<file path="config.mk">
export PLATFORM = sky130hd
export DESIGN_NAME = mpsoc_msi_ahb3_slave_arbiter
export DESIGN_NICKNAME = d
export VERILOG_FILES = /design/src/rtl/mpsoc_msi_ahb3_slave_arbiter.sv
export SDC_FILE = /design/constraint.sdc
export NUM_CORES = 1
export LEC_CHECK = 0
export CAP_MARGIN = 25
export CORE_MARGIN = 8
export CORE_UTILIZATION = 27
export DETAILED_ROUTE_END_ITERATION = 12
export PLACE_DENSITY = 0.57
export SYNTH_ARGS = -nofsm -noshare
export SYNTH_HDL_FRONTEND = slang
export SYNTH_SLANG_ARGS = --single-unit
</file>
<file path="constraint.sdc">
create_clock -name HCLK -period 12.6 [get_ports HCLK]
set_input_delay 2.52 -clock HCLK [delete_from_list [all_inputs] [get_ports HCLK]]
set_output_delay 2.52 -clock HCLK [all_outputs]
set_load 0.01 [all_outputs]
</file>
<file path="src/rtl/mpsoc_msi_ahb3_slave_arbiter.sv">
// Per-slave-port AHB3 arbiter: highest priority wins, ties resolved round-robin,
// with HMASTLOCK / burst-boundary hold-off and data-phase owner tracking.
module mpsoc_msi_ahb3_slave_arbiter #(
  parameter int MASTERS = 5,
  parameter int IDXW    = (MASTERS > 1) ? $clog2(MASTERS) : 1
) (
  input  logic                   HCLK,
  input  logic                   HRESET,
  input  logic [3*MASTERS-1:0]   mst_priority,
  input  logic [MASTERS-1:0]     mst_HSEL,
  input  logic [2*MASTERS-1:0]   mst_HTRANS,
  input  logic [MASTERS-1:0]     mst_HMASTLOCK,
  input  logic [MASTERS-1:0]     can_switch,
  input  logic                   slv_HREADY,
  output logic [MASTERS-1:0]     granted_master,
  output logic [IDXW-1:0]        granted_idx,
  output logic [MASTERS-1:0]     data_master,
  output logic [1:0]             arb_state
);

  typedef enum logic [1:0] {
    ST_IDLE   = 2'b00,
    ST_OWNED  = 2'b01,
    ST_LOCKED = 2'b10
  } arb_state_t;

  logic [MASTERS-1:0] r_grant;
  logic [IDXW-1:0]    r_idx;
  logic [IDXW-1:0]    r_rr;
  logic [MASTERS-1:0] r_data;
  arb_state_t         r_state;

  logic [MASTERS-1:0] w_req;
  logic               w_own;
  logic               w_owner_req;
  logic               w_owner_lock;
  logic               w_owner_cs;
  logic               w_switch_ok;
  logic               w_found;
  logic [2:0]         w_best_prio;
  logic [IDXW-1:0]    w_win_idx;
  logic [MASTERS-1:0] w_win_onehot;
  logic [MASTERS-1:0] w_nxt_grant;
  logic [IDXW-1:0]    w_nxt_idx;
  logic [IDXW-1:0]    w_nxt_rr;
  logic [MASTERS-1:0] w_nxt_data;
  arb_state_t         w_nxt_state;

  // Only NONSEQ/SEQ transfers to this port count as requests.
  always_comb begin
    w_req = '0;
    for (int m = 0; m < MASTERS; m++) begin
      w_req[m] = mst_HSEL[m] & mst_HTRANS[2*m+1];
    end
  end

  assign w_own        = |r_grant;
  assign w_owner_req  = w_req[r_idx];
  assign w_owner_lock = mst_HMASTLOCK[r_idx];
  assign w_owner_cs   = can_switch[r_idx];
  assign w_switch_ok  = slv_HREADY & ~(w_own & w_owner_lock) &
                        (~w_own | ~w_owner_req | w_owner_cs);

  // Winner: max priority; among equals, the smallest cyclic distance from rr.
  always_comb begin
    int d;
    int best_d;
    w_found     = 1'b0;
    w_best_prio = 3'd0;
    w_win_idx   = '0;
    best_d      = 0;
    d           = 0;
    for (int m = 0; m < MASTERS; m++) begin
      d = (m >= int'(r_rr)) ? (m - int'(r_rr)) : (m + MASTERS - int'(r_rr));
      if (w_req[m] && (!w_found || (mst_priority[3*m +: 3] > w_best_prio) ||
                       ((mst_priority[3*m +: 3] == w_best_prio) && (d < best_d)))) begin
        w_found     = 1'b1;
        w_best_prio = mst_priority[3*m +: 3];
        best_d      = d;
        w_win_idx   = IDXW'(m);
      end else begin
        w_found     = w_found;
      end
    end
  end

  // One-hot expansion of the winner index.
  always_comb begin
    w_win_onehot = '0;
    for (int m = 0; m < MASTERS; m++) begin
      w_win_onehot[m] = (int'(w_win_idx) == m);
    end
  end

  // Next grant / round-robin pointer; parked when nothing is requesting.
  always_comb begin
    w_nxt_grant = r_grant;
    w_nxt_idx   = r_idx;
    w_nxt_rr    = r_rr;
    if (w_switch_ok && w_found) begin
      w_nxt_grant = w_win_onehot;
      w_nxt_idx   = w_win_idx;
      w_nxt_rr    = (int'(w_win_idx) == (MASTERS - 1)) ? '0 : (w_win_idx + IDXW'(1));
    end else begin
      w_nxt_grant = r_grant;
    end
  end

  // Status of the owner that will hold the bus after this edge; lock dominates.
  always_comb begin
    w_nxt_state = ST_IDLE;
    if (!(|w_nxt_grant)) begin
      w_nxt_state = ST_IDLE;
    end else if (mst_HMASTLOCK[w_nxt_idx]) begin
      w_nxt_state = ST_LOCKED;
    end else if (w_req[w_nxt_idx]) begin
      w_nxt_state = ST_OWNED;
    end else begin
      w_nxt_state = ST_IDLE;
    end
  end

  assign w_nxt_data = w_owner_req ? r_grant : '0;

  // Arbiter state; everything freezes while the slave stalls.
  always_ff @(posedge HCLK or posedge HRESET) begin
    if (HRESET) begin
      r_grant <= '0;
      r_idx   <= '0;
      r_rr    <= '0;
      r_data  <= '0;
      r_state <= ST_IDLE;
    end else if (slv_HREADY) begin
      r_grant <= w_nxt_grant;
      r_idx   <= w_nxt_idx;
      r_rr    <= w_nxt_rr;
      r_data  <= w_nxt_data;
      r_state <= w_nxt_state;
    end else begin
      r_grant <= r_grant;
      r_idx   <= r_idx;
      r_rr    <= r_rr;
      r_data  <= r_data;
      r_state <= r_state;
    end
  end

  assign granted_master = r_grant;
  assign granted_idx    = r_idx;
  assign data_master    = r_data;
  assign arb_state      = r_state;

endmodule

</file>
; ---- After elaboration in Yosys (flattened, before gate mapping)
; Index checks and enable logic that the tools add are counted.
[classes]
n_addsub = 11
magnitude_cmp = 15
eq_ne = 8
mux = 39
bitwise = 13
n_reduce_logical = 25
[ops]
columns = op, n
row1 = two-way mux 32 bit, 9
row2 = less-than comparator 32 bit, 4
row3 = two-way mux 3 bit, 9
row4 = "subtractor 3 x 3 -> 4 bit, first input constant", 4
row5 = binary-select mux 1 bit (select 3 bit), 5
row6 = equality test 3 bit, 4
row7 = > comparator 3 bit, 4
row8 = two-way mux 1 bit, 12
row9 = two-way mux 5 bit, 2
row10 = OR reduction 5 bit, 2
row11 = "subtractor 4 x 3 -> 5 bit, first input constant", 2
row12 = "equality test 3 bit, second input constant", 3
row13 = logical AND 1 bit, 9
row14 = AND 1 bit, 8
row15 = logical OR 1 bit, 8
row16 = "less-than comparator 3 x 4 -> 1 bit, second input constant", 2
row17 = "subtractor 1 x 3 -> 4 bit, first input constant", 2
row18 = "subtractor 2 x 3 -> 4 bit, first input constant", 2
row19 = ">= comparator 1 x 3 -> 1 bit, first input constant", 2
row20 = ">= comparator 2 x 3 -> 1 bit, first input constant", 2
row21 = zero test 1 bit, 4
row22 = two-way mux 2 bit, 2
row23 = "adder 3 x 1 -> 3 bit, second input constant", 1
row24 = "equality test 3 x 2 -> 1 bit, second input constant", 1
row25 = other kinds (5), 8
[totals]
reg_bits = 18
in_bits = 43
output_inout_bits = 15
elab_cells = 116

; ---- Depth between registers and ports, before layout
[depth]
ltp_word = 30
depth_mapped = 48
depth_no_buf = 46

; ---- Worst setup path before layout
; OpenSTA, ideal clock, no wires.
[synth_timing]
kind = input-to-reg
from = input mst_HSEL[0]
to = register r_state[0] (netlist: arb_state[0])
setup_time_ns = 0.136
arrival_time_ns = 10.324
t_required_ns = 12.464
setup_slack_ns = 2.139
path_stages = 43
n_path_buf = 2
path_cell_list = and2_1 buf_4 o211ai_1 ha_1 o21ai_0 a2111oi_4 o21ai_2 nand2_1 nor2_1 a21oi_1 inv_1 ha_1 or3b_2 nor3_1 nor4b_1 a21bo_2 a21oi_1 clkbuf_1 [... 7 more ...] clkinv_1 nor2_1 a21oi_1 ha_1 or4b_1 nor3b_1 o311ai_0 nand2_1 o2111ai_2 o2bb2ai_4 or2_2 inv_1 ha_1 nor4_1 a2bb2oi_1 o21ai_0 a21o_1 o32ai_2
[synth_between]
elab_chain_len = 29
word_cells_on_any_way = 72
classes_between = order compare (8) / eq/ne (8) / mux (28) / bitwise (5) / reduce/logical (23)
[synth_lines]
columns = element, line
row1 = from (decl), 10  ; input logic [MASTERS-1:0] mst_HSEL,
row2 = AND 1 bit (*), 53  ; w_req[m] = mst_HSEL[m] & mst_HTRANS[2*m+1];
row3 = two-way mux 32 bit (tied with other cells), 75  ; if (w_req[m] && (!w_found || (mst_priority[3*m +: 3] > w_best_prio) ||
row4 = less-than comparator 32 bit (tied with other cells), 76  ; ((mst_priority[3*m +: 3] == w_best_prio) && (d < best_d)))) begin
row5 = logical AND 1 bit or logical OR 1 bit (tied branches), "76, 75"
row6 = logical OR 1 bit, 75
row7 = logical AND 1 bit, 75
row8 = two-way mux 32 bit (tied with other cells), 75
row9 = less-than comparator 32 bit (tied with other cells), 76
row10 = [... 13 more ...], n/a
row11 = two-way mux 1 bit, 75
row12 = logical AND 1 bit, 100  ; if (w_switch_ok && w_found) begin
row13 = two-way mux 3 bit, 100
row14 = binary-select mux 1 bit (select 3 bit), 116  ; end else if (w_req[w_nxt_idx]) begin
row15 = two-way mux 1 bit (not written as such), 116
row16 = two-way mux 1 bit, 116
row17 = two-way mux 2 bit, 114  ; end else if (mst_HMASTLOCK[w_nxt_idx]) begin
row18 = two-way mux 2 bit (*), 112  ; if (!(|w_nxt_grant)) begin
row19 = to (signal assigned), 138  ; r_state <= w_nxt_state;
row20 = to (signal assigned), 144  ; r_state <= r_state;
row21 = to (decl), 31  ; arb_state_t r_state;
; Mark *: on every way between the ends. The rest lies on a longest branch, timed or not. The select of a mux whose other input is x is not followed.
; A chain may end at the register's enable or synchronous reset.

; ---- Worst setup path in the final report
; Ends and elaborated chain as after synthesis.

==> summary.md <==
| Metric | Value |
|---|---|
| CTS Root Cell | clkbuf_8 |
| Lkg Pwr | 0.001518 µW |
| First-pass GRT wire length | 12900 µm |
| RR Startpoint | r_rr[0]$_DFFE_PP0P_ |
| Worst path slowest cell | clkdlybuf4s50_1 |
| Worst-Margin Slew | 0.7112 ns |
| Clock Path Buffers | 2 |
| CP Data Required Time | 12.73 ns |
| Total GRT Usage | 0.1148 |
| Sw frac | 0.4966 |
| Worst hold margin | 0.5197 ns |
| Sequential area share after synthesis | 0.1638 |
| Maximum capacitance violations | 0 |
| Run status | finished, final reports clean |
| Syn_nets | 429 |
| Post-DP HPWL | 6333 µm |
| Worst-Skew Late Latency | roughly 0.26 ns |
| Initial antenna violation count | 0 |
| Hold path startpoint | data_master[0]$_DFFE_PP0P_ |
| Post-Syn Instances | 343 |
| Max Slew Vio Count | 0 |
| H-tree depth | 1 |
| CTS tree | yes |
| Core Area | 10090 µm² |
| Number of flops mapped to enable cells by yosys | 0 |
| Via count | 2665 |
| Cell with the most instances after synthesis | nand2_1 |
| CP max FO | 9 |
| RePlAce Congestion | 0.8794 |
| Placed Cells | 525 |
| Diodes inserted | 0 |
| Comb pwr share | 0.763 |
| Async SR Flop Fraction | 1.000 |
| Largest net degree at the start of global routing | 21 |
| Reg power frac | 0.165 |
| Arr. time, crit path | 11.88 ns |
| Synth cell count leaders | nand2_1, ha_1, inv_1 |
| Synthesized flop and latch total | 18 |
| Clock tree sinks | 18 |
| Die H | 116.9 µm |
| Final hold violation count | 0 |
| Setup_tns | 0 ns |
| Remaining antenna violation count after routing | 0 |
| Net count, final | 480 |
| Synth cell types | 70 |
| Area contributors post-synth | ha_1, dfrtp_1, nand2_1, o21ai_0, inv_1 |
| Origin of the worst setup path | mst_HSEL[0] |
| Final cell count without fillers | 529 |
| Avg WL per Cell | approximately 14 µm |
| Worst-path clk slew | 0.08 ns |
| Synth Area per Inst | 8.018 µm² |
| Share of layout cells above drive strength 1 | 0.07888 |
| Pwr dens | 191.3 nW/µm² |
| Die X | 116.9 µm |
| Area share of the largest cell type after synthesis | 0.1956 |
| IO Pins | 58 |
| CP max stage delay | between 0.5 and 0.6 ns |
| Clk pwr share | 0.072 |
| DRC violations left | 0 |
| Die Area | between 10000 and 15000 µm² |
| Clock Skew | ~0.0096 ns |
| Slew margin rel. | 0.5259 |
| VDD IR max | 0.04612 mV |
| Max Freq | 85.14 MHz |
| Final setup vio count | 0 |
| Largest area contributor in the netlist | ha_1 |
| Vias/cell | 5.038 |
| Row cnt | 37 |
| Setup crit start kind | input port |
| IO Port Bufs | 52 |
| CP Class | in2reg |
| Final worst-path cycle share | 0.9322 |
| YS warnings | 0 |
| Min Tclk post-route | 11.75 ns |
| Most frequent CP cell | ha_1 |
| RSZ-0062 raised after global routing | false |
| Crit end category | flop |
| Iteration-0 DRC Markers | around 150 |
| Routed Wire Length | 7644 µm |
| Pre-Repair DR Iteration Count | 4 |
| Switching power | 331.5 µW |
| CTS buffer count | 3 |
| GRT overflow | 0 |
| Pint | 336.0 µW |
| Cell Area, Synth | 2750 µm² |
| Area Growth Syn to Fin | 26.84% |
| Predominant post-synthesis flop cell | dfrtp_1 |
| Initial Util | 0.2725 |
| Vias in the first global route | 2698 |
| Hold/Removal Path Class | reg2reg |
stage by stage:
step	power (µW)	utilization	area, µm²	setup WS, ns
after floorplan	472.4	-	2750	2.139
after global placement	598.5	0.3387	3418	0.4213
after detailed placement	607.9	0.3387	3418	0.3108
after CTS	659.4	0.3442	3473	0.5208
after global routing	742.0	0.3456	3488	0.07745
final	667.5	0.3456	3488	0.8544
timing repair:
action	in CTS	in global routing
resized for setup	0	5
hold buffers	0	0
setup buffers	0	0
setup endpoints to repair	0	2
hold endpoints to repair	0	0
power groups by stage:
| stage | sequential [µW] | combinational [µW] | clock [µW] |
|---|---|---|---|
| 2_1_floorplan | 103 | 369 | 0 |
| 3_5_place_dp | 111 | 496 | 0 |
| 5_1_grt | 115 | 576 | 51.3 |
| 3_3_place_gp | 111 | 488 | 0 |
| 6_report | 110 | 510 | 47.9 |
| 4_1_cts | 111 | 500 | 48.7 |
metal layers:
metal | global-route usage | routed length (µm) | vias to the layer above
met5 | 0 | 0 | -
met3 | 0.01283 | 158 | 10
li1 | - | - | 1357
met1 | 0.1493 | 3608 | 1253
met2 | 0.1992 | 3724 | 45
met4 | 0.02474 | 152 | 0
area by class of cell:
cell class / instances / area (µm²)
well taps: 136 / 170.2
clock buffers: 4 / 55.05
repair buffers: 55 / 543.0
flip-flops and latches: 18 / 450.4
multi-input cells: 281 / 2136
fillers: 1138 / 6604
inverters: 35 / 133.9
critical path, delay by kind of cell:
kind	cells	cell delay, ns
simple gates	14	3.38
compound gates	18	3.24
buf+inv	5	1.08
fa+ha+maj	5	1.47
mux	1	0.16
cell usage in the layout (no fill, tap or decap), drive strengths merged, types with 9 or more instances in the layout:
cell type / netlist / final
and2: 10 / 10
clkdlybuf4s50: 0 / 52
o21ai: 26 / 26
dfrtp: 18 / 18
nor2: 16 / 16
nand2: 45 / 45
ha: 43 / 43
a21oi: 18 / 18
inv: 34 / 34
mux2i: 9 / 9
path summary, 6_finish.rpt:
path | end | slack, ns | cells after the start
setup / recovery | arb_state[0]$_DFFE_PP0P_ | 0.85 | 43
hold / removal | data_master[0]$_DFFE_PP0P_ | 0.52 | 2
setup reg to reg | arb_state[0]$_DFFE_PP0P_ | 2.48 | 45
hold reg to reg | data_master[0]$_DFFE_PP0P_ | 0.52 | 2
max in group asynchronous | granted_master[4]$_DFFE_PP0P_ | 9.49 | 2
min in group asynchronous | granted_master[2]$_DFFE_PP0P_ | 2.66 | 2
state kept, by name, indices dropped and copies added, names as in the netlist:
| name | cells |
|---|---|
| granted_master | 5 |
| data_master | 5 |
| r_rr | 3 |
| granted_idx | 3 |
| arb_state | 2 |
logic make-up after synthesis:
group | after synthesis | synth area share
muxes | 13 | 0.06142
and+or+nand+nor | 120 | 0.2238
DFF | 18 | 0.1638
buffers and inverters | 44 | 0.06505
adders and majority gates | 43 | 0.1956
AOI/OAI and AO/OA | 101 | 0.2775
xor gates and xnor gates | 4 | 0.01274
Power figures use the tool's default switching activity.
==> edit 1: new RTL, same settings <==
Set the parameter `MASTERS` to 4 (it was 5).
--- a/src/rtl/mpsoc_msi_ahb3_slave_arbiter.sv
+++ b/src/rtl/mpsoc_msi_ahb3_slave_arbiter.sv
@@ -3,3 +3,3 @@
 module mpsoc_msi_ahb3_slave_arbiter #(
-  parameter int MASTERS = 5,
+  parameter int MASTERS = 4,
   parameter int IDXW    = (MASTERS > 1) ? $clog2(MASTERS) : 1
Interface: changed (8 resized); port bits go from 58 to 47. No check against the original RTL was run, so the function may have changed too.
==> edit 1 against the original RTL <==
Non-clock buffer count down 12. Cell area fell by 44%. Wire length fell by 53%. Sequential cell count is 4 lower. Worst setup slack improved by 3.0 ns. Utilization is 4.1 points higher. Die area shrank 43%. Register-to-register slack improved by 3.7 ns. Clock skew is 0.0074 ns lower. Area after synthesis fell by 48%. Final cell count shrank 47%. Total power shrank 55%. Critical path type unchanged.
==> edit 1: results (changes against the original RTL) <==
stage	metric	value	unit	change
clocking	clkSlewWorstSetupHoldPaths	0.05	ns	was 0.08 ns
synthesis	yosys-top-cells-area	sky130_fd_sc_hd__dfrtp_1 (25%), sky130_fd_sc_hd__ha_1 (18%), sky130_fd_sc_hd__a21oi_1 (4.9%)		was sky130_fd_sc_hd__ha_1 (20%), sky130_fd_sc_hd__dfrtp_1 (16%), sky130_fd_sc_hd__nand2_1 (6.1%)
final_layout	fraction_of_cell_area_in_non_clock_buffers	21.8	%	was 15.6%
final_layout	finish.net_count	265		was 480
final_layout	register_area	350	µm²	was 450 µm²
grt	gr-usage-met3	1.86	%	was 1.28%
power	peakVddDrop	98.3	µV	was 46.1 µV
placed_design	detailed_place.area	0.00192	mm²	was 0.00342 mm²
routing	drt-vias-per-instance	4.81		was 5.04
routing	wl_per_cell	12.9	µm	was 14.4 µm
clocking	insertion_delay_of_the_later_clocked_pin_in_the_worst_skew_pair	0.24	ns	was 0.26 ns
synthesis	synth.top_cells.by_count	sky130_fd_sc_hd__ha_1 (20), sky130_fd_sc_hd__nor2_1 (17), sky130_fd_sc_hd__inv_1 (16), sky130_fd_sc_hd__a21oi_1 (14), sky130_fd_sc_hd__dfrtp_1 (14)		was sky130_fd_sc_hd__nand2_1 (45), sky130_fd_sc_hd__ha_1 (43), sky130_fd_sc_hd__inv_1 (32), sky130_fd_sc_hd__o21ai_0 (25), sky130_fd_sc_hd__dfrtp_1 (18)
grt	global_route.usage.met2	15.6	%	was 19.9%
sta	finClkSkew	0.00212	ns	was 0.00955 ns
routing	detail_route.iter0.violations	51		was 146
worst_setup_path	critPathArrivalTime	8.88	ns	was 11.88 ns
grt	grt_util_all_layers	9.52	%	was 11.5%
sta	tightestPinTransition	0.643	ns	was 0.711 ns
final_layout	layout.clock_buffers	3		was 4
grt	first_global_vias	1335		was 2698
synthesis	synth_area	0.00142	mm²	was 0.00275 mm²
placed_design	numPortBuffers	42		was 52
final_layout	fillers	537		was 1138
final_layout	buffers_excl_clock	43		was 55
worst_setup_path	worst_path_largest_cell_delay	0.55	ns	was 0.51 ns
run_status	status	completed		unchanged
sta	hold_ws	0.526	ns	was 0.520 ns
final_layout	inv_count	16		was 35
final_layout	final_layout_size_suffix_gt1_share	6.73	%	was 7.89%
grt	grt_start_max_net_pins	15		was 21
worst_setup_path	timing.reg2reg.setup_slack	6.20	ns	was 2.48 ns
sta	period_needed	8.75	ns	was 11.75 ns
final_layout	n_multi_input_combinational_cell	132		was 281
synthesis	synth_area_per_cell	8.60	µm²	was 8.02 µm²
routing	routed_wl	3580	µm	was 7640 µm
synthesis	synth-seq-area-share	24.7	%	was 16.4%
final_layout	layout.clock.cell_area_share	2.11	%	was 1.58%
power	leakagePower	0.863	nW	was 1.52 nW
power	pg_seq	82.1	µW	was 110 µW
placed_design	detailed_placement_hpwl	3000	µm	was 6330 µm
worst_setup_path	worstPathMaxFanout	11		was 9
power	net-switching-power	122	µW	was 331 µW
placed_design	finalWeightedCongestion	0.784		was 0.879
## edit 1: cell count changes in the layout (fill, tap and decap cells not counted), moves of 5 or more
cell / change
sky130_fd_sc_hd__o2111ai_1: -5
sky130_fd_sc_hd__ha_1: -23
sky130_fd_sc_hd__inv_1: -16
sky130_fd_sc_hd__o211ai_1: -8
sky130_fd_sc_hd__nand2_1: -32
sky130_fd_sc_hd__nand2b_1: -8
sky130_fd_sc_hd__mux2_2: +5
sky130_fd_sc_hd__o21ai_0: -16
sky130_fd_sc_hd__clkdlybuf4s50_1: -10
## edit 1: layer usage
metal | vias to the layer above | routed length, µm
li1 | 684 | -
met1 | 618 | 1760
met2 | 33 | 1630
met3 | 2 | 168
met4 | 0 | 15
met5 | - | 0
## edit 1: logic make-up (layout without fill, tap and decap cells)
group           count (synthesis)  count (layout)  share of synthesized area (%)
compound gates                 40              40                           21.0
buf+inv                        19              62                           5.29
simple gates                   59              59                           20.7
fa+ha+maj                      20              20                           17.6
flops                          14              14                           24.7
mux                            13              13                           10.7
==> edit 2: new RTL, same settings <==
Without the edit above. Reset style: synchronous (`HRESET`), changed in one clocked block.
--- a/src/rtl/mpsoc_msi_ahb3_slave_arbiter.sv
+++ b/src/rtl/mpsoc_msi_ahb3_slave_arbiter.sv
@@ -125,3 +125,3 @@
   // Arbiter state; everything freezes while the slave stalls.
-  always_ff @(posedge HCLK or posedge HRESET) begin
+  always_ff @(posedge HCLK) begin
     if (HRESET) begin
Formal check against the unedited RTL: differs if HRESET is asserted again (counterexample within 4 cycles, from zero or initial values and one cycle with HRESET high); with HRESET held inactive, the same outputs for 4 cycles.
==> edit 2 against the original RTL <==
Area after synthesis is 1.6% lower. Die area down 1.4%. Cell area shrank 2.2%. Sequential cell count did not move. Synthesized cell count grew 3.2%. Wire length down 0.24%. Worst setup slack gained 0.20 ns. Critical path depth shrank 5. Fmax increased by 1.7%.
Power is not compared: it rests on default switching activity, and its combinational part moved more than twofold at a synthesized area within 25%.
==> edit 2: results (changes against the original RTL) <==
stage	metric	value	unit	change
run_status	status	completed		unchanged
clocking	cts-resized-gates	0		unchanged
clocking	cts_buffer_depth	2		unchanged
synthesis	synth_flop_cell	sky130_fd_sc_hd__dfxtp_1		was sky130_fd_sc_hd__dfrtp_1
placed_design	post_place_worst_slack	0.524	ns	was 0.311 ns
grt	grt_pass1_wl	12900	µm	about the same
routing	route.vias.total	2715		was 2665
final_layout	antenna_cells_inserted	0		unchanged
routing	detail_route.drc_violations	0		unchanged
grt	grt_util_all_layers	11.4	%	was 11.5%
routing	routed_wl	7630	µm	was 7640 µm
routing	detail_route.iter0.violations	116		was 146
synthesis	yosysUniqueCellTypes	69		was 70
power	peakVddDrop	36.6	µV	
synthesis	synth.top_cells.by_count	sky130_fd_sc_hd__ha_1 (43), sky130_fd_sc_hd__nor2_1 (38), sky130_fd_sc_hd__a21oi_1 (31), sky130_fd_sc_hd__nand2_1 (31), sky130_fd_sc_hd__inv_1 (24)		was sky130_fd_sc_hd__nand2_1 (45), sky130_fd_sc_hd__ha_1 (43), sky130_fd_sc_hd__inv_1 (32), sky130_fd_sc_hd__o21ai_0 (25), sky130_fd_sc_hd__dfrtp_1 (18)
placed_design	finalWeightedCongestion	0.853		was 0.879
synthesis	async_reset_ff_share	0	%	was 100%
worst_setup_path	critPathArrivalTime	11.70	ns	was 11.88 ns
worst_setup_path	regToRegStartpoint	r_rr[0]$_SDFFE_PP0P_		was r_rr[0]$_DFFE_PP0P_
worst_hold_path	hold_depth	1		was 2
routing	drt-vias-per-instance	5.09		was 5.04
synthesis	yosys-top-cells-area	sky130_fd_sc_hd__ha_1 (20%), sky130_fd_sc_hd__dfxtp_1 (13%), sky130_fd_sc_hd__a21oi_1 (5.7%)		was sky130_fd_sc_hd__ha_1 (20%), sky130_fd_sc_hd__dfrtp_1 (16%), sky130_fd_sc_hd__nand2_1 (6.1%)
worst_setup_path	register_to_register_path_depth	40		was 45
synthesis	synthMostInstantiatedCell	sky130_fd_sc_hd__ha_1		was sky130_fd_sc_hd__nand2_1
placed_design	place_inst	529		was 525
synthesis	postSynthNetCount	440		was 429
placed_design	numPortBuffers	52		unchanged
synthesis	syn-instance-count	354		was 343
sta	finClkSkew	0.00756	ns	was 0.00955 ns
sta	tightestPinTransition	1.00	ns	was 0.711 ns
synthesis	synth-seq-area-share	13.3	%	was 16.4%
final_layout	finish.net_count	487		was 480
worst_setup_path	crit_path_start	mst_HTRANS[1]		was mst_HSEL[0]
grt	grt_start_max_net_pins	19		was 21
final_layout	final_layout_size_suffix_gt1_share	7.75	%	was 7.89%
placed_design	detailed_placement_hpwl	6400	µm	was 6330 µm
worst_setup_path	worst_path_largest_cell_delay	0.52	ns	
worst_setup_path	worstPathMaxFanout	13		was 9
worst_hold_path	hold_path_start	arb_state[1]$_SDFFE_PP0P_		was data_master[0]$_DFFE_PP0P_
## edit 2: cell families after synthesis
kind of cell | after synthesis | share of synthesized area (%)
simple gates | 135 | 25.3
mux | 17 | 7.86
flops | 18 | 13.3
compound gates | 100 | 26.4
fa+ha+maj | 43 | 19.9
xor+xnor | 6 | 1.94
buf+inv | 35 | 5.36
## edit 2: routing by layer
metal	track usage, %	vias to the layer above	share of wire [%]
li1	-	1398	-
met1	14.1	1263	45
met2	20.7	50	50
met5	0	-	0
met4	1.56	0	0.58
met3	1.65	4	4.8
## edit 2: worst paths after layout
kind              slack [ns]                   endpoint
setup reg to reg        2.70  arb_state[1]$_SDFFE_PP0P_
hold reg to reg         0.49  arb_state[1]$_SDFFE_PP0P_
hold / removal          0.49  arb_state[1]$_SDFFE_PP0P_
setup / recovery        1.05  arb_state[1]$_SDFFE_PP0P_
## edit 2: cell type report
| class | count | area, µm² |
|---|---|---|
| fill | 1047 | 6360 |
| multi-input combinational | 301 | 2210 |
| timing repair buffer | 53 | 528 |
| sequential | 18 | 360 |
| tap | 133 | 166 |
| inverter | 24 | 90.1 |
| clock buffer | 4 | 55.1 |
## edit 2: report_power, final
part | switching [mW] | total, mW | internal (mW)
Sequential | 0.00824 | 0.0697 | 0.0615
Combinational | 0.113 | 0.204 | 0.0909
Clock | 0.0192 | 0.0469 | 0.0278
Total | 0.141 | 0.321 | 0.180
## edit 2: critical path, delay by kind of cell
kind / cells / cell delay (ns)
multiplexers: 2 / 0.56
adder cells (fa/ha/maj): 5 / 1.36
AND/OR/NAND/NOR: 12 / 2.44
buffers and inverters: 4 / 0.83
AO/OA/AOI/OAI: 15 / 3.95
## edit 2: stage by stage
| stage | cell area, µm² | hold slack (ns) | utilization, % |
|---|---|---|---|
| finish | 3410 | 0.492 | 34.9 |
| global route | 3410 | 0.523 | 34.9 |
| floorplan | 2710 | 0.495 | - |
| detailed placement | 3350 | 0.470 | 34.2 |
| global placement | 3350 | 0.462 | 34.2 |
| CTS | 3400 | 0.497 | 34.8 |
